==> src/rtl/par_seri_tx.sv <==
// Parallel-to-serial transmitter: loads a W-bit word and shifts it out MSB first,
// one bit per enabled edge, with a one-cycle done pulse after the last bit.
module par_seri_tx #(
    parameter int unsigned W = 4
) (
    input  logic         ck_i,
    input  logic         res_i,
    input  logic         en_i,
    input  logic         ld_i,
    input  logic [W-1:0] d_i,
    output logic         so_o,
    output logic         sv_o,
    output logic         busy_o,
    output logic         done_o
);

    localparam int unsigned CW = $clog2(W);
    localparam logic [CW-1:0] CntMax = CW'(W - 1);

    typedef enum logic [1:0] {
        StIdle,
        StShift,
        StDone
    } state_e;

    state_e         state_q, state_d;
    logic [W-1:0]   shift_q, shift_d;
    logic [CW-1:0]  cnt_q, cnt_d;

    always_ff @(posedge ck_i) begin
        if (res_i) begin
            state_q <= StIdle;
            shift_q <= '0;
            cnt_q   <= '0;
        end else begin
            state_q <= state_d;
            shift_q <= shift_d;
            cnt_q   <= cnt_d;
        end
    end

    always_comb begin
        state_d = state_q;
        shift_d = shift_q;
        cnt_d   = cnt_q;
        so_o    = 1'b0;
        sv_o    = 1'b0;
        busy_o  = 1'b0;
        done_o  = 1'b0;
        unique case (state_q)
            StIdle: begin
                if (ld_i) begin
                    shift_d = d_i;
                    cnt_d   = '0;
                    state_d = StShift;
                end
            end
            StShift: begin
                so_o   = shift_q[W-1];
                sv_o   = en_i;
                busy_o = 1'b1;
                if (en_i) begin
                    shift_d = {shift_q[W-2:0], 1'b0};
                    // Counter saturates at W-1; the last bit moves us to DONE instead.
                    if (cnt_q == CntMax) begin
                        state_d = StDone;
                    end else begin
                        cnt_d = cnt_q + 1'b1;
                    end
                end
            end
            StDone: begin
                done_o = 1'b1;
                if (ld_i) begin
                    shift_d = d_i;
                    cnt_d   = '0;
                    state_d = StShift;
                end else begin
                    state_d = StIdle;
                end
            end
            default: begin
                state_d = StIdle;
            end
        endcase
    end

endmodule

==> config.mk <==
export PLATFORM = sky130hd
export DESIGN_NAME = par_seri_tx
export DESIGN_NICKNAME = d
export VERILOG_FILES = /design/src/rtl/par_seri_tx.sv
export SDC_FILE = /design/constraint.sdc
export NUM_CORES = 1
export LEC_CHECK = 0
export CAP_MARGIN = 20
export CORE_AREA = 2 2 39 41
export CTS_BUF_LIST = sky130_fd_sc_hd__clkbuf_16
export CTS_CLUSTER_SIZE = 12
export DETAILED_ROUTE_END_ITERATION = 10
export DIE_AREA = 0 0 41 43
export PLACE_DENSITY = 0.66
export RECOVER_POWER = 100
export SLEW_MARGIN = 40
export SYNTH_ARGS = -nofsm -noshare
export SYNTH_HDL_FRONTEND = slang
export SYNTH_SLANG_ARGS = --single-unit
==> constraint.sdc <==
create_clock -name ck_i -period 1.9 [get_ports ck_i]
set_clock_uncertainty 0.05 [all_clocks]
set_input_delay 0.285 -clock ck_i [delete_from_list [all_inputs] [get_ports ck_i]]
set_output_delay 0.285 -clock ck_i [all_outputs]
set_load 0.02 [all_outputs]
**Word level (Yosys, flattened, before mapping)**

Cells that the tools add are included.

- Flip-flop bits (word level): 8
- Latch bits: 0
- Bits in writable memories: 0
- Bits in read-only memories: 0
- Input bits: 8
- Output and inout port bits: 4
- Word-level logic and storage cells: 34
- Memories kept: 0

- Add/subtract/negate cells: 1
- Multiply operators: 0
- Divide/modulo/power cells: 0
- $lt $le $gt $ge: 0
- Equal/unequal tests: 8
- Shifts and indexed selects: 0
- Muxes and demuxes: 16
- Bitwise gates (word level): 0
- Reductions and logical operators: 6

Operator list:

| operator | count |
|---|---|
| 2-to-1 mux 2 bit | 6 |
| 2-to-1 mux 4 bit | 2 |
| inequality test 2 bit, second input constant | 4 |
| one-hot mux 4 bit (2 select lines) | 1 |
| one-hot mux 2 bit (3 select lines) | 1 |
| AND reduction 3 bit | 2 |
| 2-to-1 mux 1 bit | 5 |
| == test 2 bit, second input constant | 2 |
| one-hot mux 2 bit (2 select lines) | 1 |
| AND reduction 4 bit | 1 |
| adder 2 x 1 -> 2 bit, second input constant | 1 |
| == test 2 x 1 -> 1 bit, second input constant | 1 |
| zero test 2 bit | 1 |
| inequality test 2 x 1 -> 1 bit, second input constant | 1 |
| nonzero test 2 bit | 1 |
| OR reduction 2 bit | 1 |

**Depth between registers and ports, before layout**

- Depth after elaboration: 4
- Mapped depth: 5
- Depth with buffers taken out: 4

**Least setup slack after synthesis**

OpenSTA, ideal clock, no wires.

- Path type: flip-flop to output port
- Start point: register state_q[0]
- End point: output port so_o
- Arrival: 1.132 ns
- Data required time: 1.565 ns
- Slack: 0.433 ns
- Stages on the path, launching flop included: 4
- Path buffers: 1
- Cell sequence: dfxtp_1 -> buf_6 -> nor2b_1 -> and2_1

- Longest elaborated chain between the ends: 2

RTL lines:

| item | line | text |
|---|---|---|
| start: declaration | 26 | `state_e state_q, state_d;` |
| start signal: assignment | 32 | `state_q <= StIdle;` |
| start signal: assignment | 36 | `state_q <= state_d;` |
| == test 2 x 1 -> 1 bit | 50 | `unique case (state_q)` |
| 2-to-1 mux 1 bit | 50 |  |
| end: declaration | 11 | `output logic so_o,` |

Every way passes these cells.

**Worst setup path after layout**

- Start point: register state_q[0]
- End point: output port done_o

- Longest elaborated chain between the ends: 2

RTL lines:

| item | line | text |
|---|---|---|
| == test 2 bit | 50 |  |
| 2-to-1 mux 1 bit | 50 |  |
| end: declaration | 14 | `output logic done_o` |

Every way passes these cells.

==> reports/metrics.yaml <==
cts_max_level: 1
ys_seq_elements: 8
syn_area_per_cell_um2: 10.1
via_count: 355
drv_cap: 0
coreArea_mm2: 0.00138
clk_pin_slew_ns: 0.04
io_buffer_count: 11
area_delta_synth_final_pct: 47.8
cts_hold_buf: 0
peakVddDrop_uv: 426
fin_area_um2: 596
final_cells: 72
max_stage_delay_ns: 0.59
grt-ovfl-total: 0
synth_nets: 49
cp-end-kind: "output pin"
gp_congestion: 0.756
cts_tree: "done"
synth_cell_types: 22
crit_type: "reg -> out"
worstPathArrival_ns: 1.48
cp.required_ns: 1.56
die_y_um: 43
antenna_cells: 0
clock_latency_ns: 0.23
grt_max_degree: 9
grt_pass1_wl_um: 1160
post_cts_buffers: 0
slew_headroom_pct: 79.0
setup_slack_ns: 0.0865
synth_warnings: 0
fin_nets: 67
grt_setup_unrepaired: "no"
p_leak_uw: 0.000254
critPathLaunchType: "flop"
clock_path_buffers: 2
critPathMaxFanout: 6
finalCritPeriodShare_pct: 95.4
finalHoldViolations: 0
initial_core_util_pct: 29.1
crit_family: "buffers and inverters"
drc_errors: 0
grt_pass1_vias: 260
antenna_found_initial: 0
ant_nets: 0
cpMaxStageDelayCell: "clkdlybuf4s50_1"
status: "completed"
routed_wl_um: 798
path_cells: "buf_4 -> and2b_1 -> clkdlybuf4s50_1"
place_ws_ns: -0.00926
dieArea_mm2: 0.00176
crit_buf_inv: 2
dp_hpwl_um: 583
syn_area_um2: 403
grt_usage_pct: 11.0
drive_above_1_share_pct: 12.5
num_rows: 14
vias_per_cell: 4.93
ys_seq_area_share_pct: 39.8
cts_resized: 2
fin_crit_ns: 1.81
cellPowerDensity_mw_per_mm2: 1030
dr.pass1.iters: 4
nFillCells: 140
drt_iter0_drc: 9
clock_sinks: 8
pin_count: 12
setup_violations: 0
slew_violations: 0
cts_buffers: 3
synthCells: 40
dpl_cell_area_um2: 541
tightest_slew_ns: 0.315
die_x_um: 41
wl_per_cell_um: 11.1
timing.fmax_mhz: 551
hold_path_class: "reg -> reg"
dp_cells: 69
cts_root_buffer: "clkbuf_16"
flip-flops by register name (all words and copies together), names as in the netlist:
register and cells:
shift_q 4, cnt_q 2, state_q 2
layer usage:
layer,GRT usage [%],up-vias,part of all wire (%)
met1,15.2,158,49
met2,11.9,14,44
met3,3.14,2,5.5
met4,12.0,0,1.9
met5,0,-,0
li1,-,181,-
worst register-to-register path: stages, from the launching register on:
cell and delay, ns:
dfxtp_1 0.30, nand3b_2 0.21, clkinvlp_2 0.09, clkbuf_1 0.27
o21ai_0 0.15, o311a_1 0.13
placed cells by master (no fill, tap or decap), types with 2 or more instances in the layout:
master,instances
clkdlybuf4s50_1,7
o21ai_0,2
dlygate4sd3_1,2
nand2_1,2
clkbuf_16,3
buf_4,2
dlygate4sd2_1,2
a21oi_1,3
dfxtp_1,8
clkbuf_1,2
o311a_1,3
mux2i_1,3
nor2b_1,2
path summary, 6_finish.rpt:
kind | from | end | slack [ns] | cells past startpoint
worst max-delay path | state_q[0]$_SDFFE_PP0P_ | done_o | 0.09 | 3
worst max register to register | state_q[1]$_SDFFE_PP0P_ | shift_q[1]$_SDFFE_PP0P_ | 0.58 | 5
worst min register to register | shift_q[0]$_SDFFE_PP0P_ | shift_q[0]$_SDFFE_PP0P_ | 0.42 | 2
worst min-delay path | shift_q[0]$_SDFFE_PP0P_ | shift_q[0]$_SDFFE_PP0P_ | 0.42 | 2
power by group:
group          internal (µW)  switching [µW]  leakage (µW)
clock network            271            80.0     0.0000370
registers                180            6.26     0.0000657
logic                   39.3            33.8      0.000151
total                    491             120      0.000254
cell usage after synthesis (all sizes together):
master	instances	share of area (%)
and3	1	1.6
a21oi	3	3.7
nand3	1	1.2
nand2b	1	1.6
dfxtp	8	40
buf	2	5.6
nand3b	2	6.8
inv	2	2.5
and2b	1	1.9
o311a	3	7.5
o41ai	1	2.2
o21ai	3	3.7
o2111ai	1	2.2
nand2	2	1.9
o211ai	1	1.9
ha	1	3.1
nor2	1	0.93
and2	1	1.6
nor2b	2	3.1
mux2i	3	7.5
per-stage QoR:
| stage | power [µW] | util, % | setup TNS (ns) | hold slack, ns |
|---|---|---|---|---|
| floorplan | 237 | - | 0 | 0.304 |
| global placement | 268 | 39.1 | 0 | 0.406 |
| detailed placement | 270 | 39.1 | -0.00926 | 0.412 |
| CTS | 622 | 44.3 | 0 | 0.416 |
| global route | 630 | 43.0 | 0 | 0.453 |
| finish | 611 | 43.0 | 0 | 0.416 |
cells by family (layout without fill, tap and decap cells):
group,count (synthesis),in the layout,synth area share (%)
flip-flops,8,8,39.8
adder cells (fa/ha/maj),1,1,3.11
multiplexers,3,3,7.45
buffers and inverters,4,20,8.07
AO/OA/AOI/OAI,12,12,21.1
AND/OR/NAND/NOR,12,12,20.5
layout make-up:
cell class | count | area [µm²] | share of cell area [%]
tap | 16 | 20.0 | 3.36
timing repair buffer | 15 | 130 | 21.8
multi-input combinational | 28 | 201 | 33.8
clock buffer | 3 | 75.1 | 12.6
sequential | 8 | 160 | 26.9
inverter | 2 | 8.76 | 1.47
(Power assumes the default switching activity.)
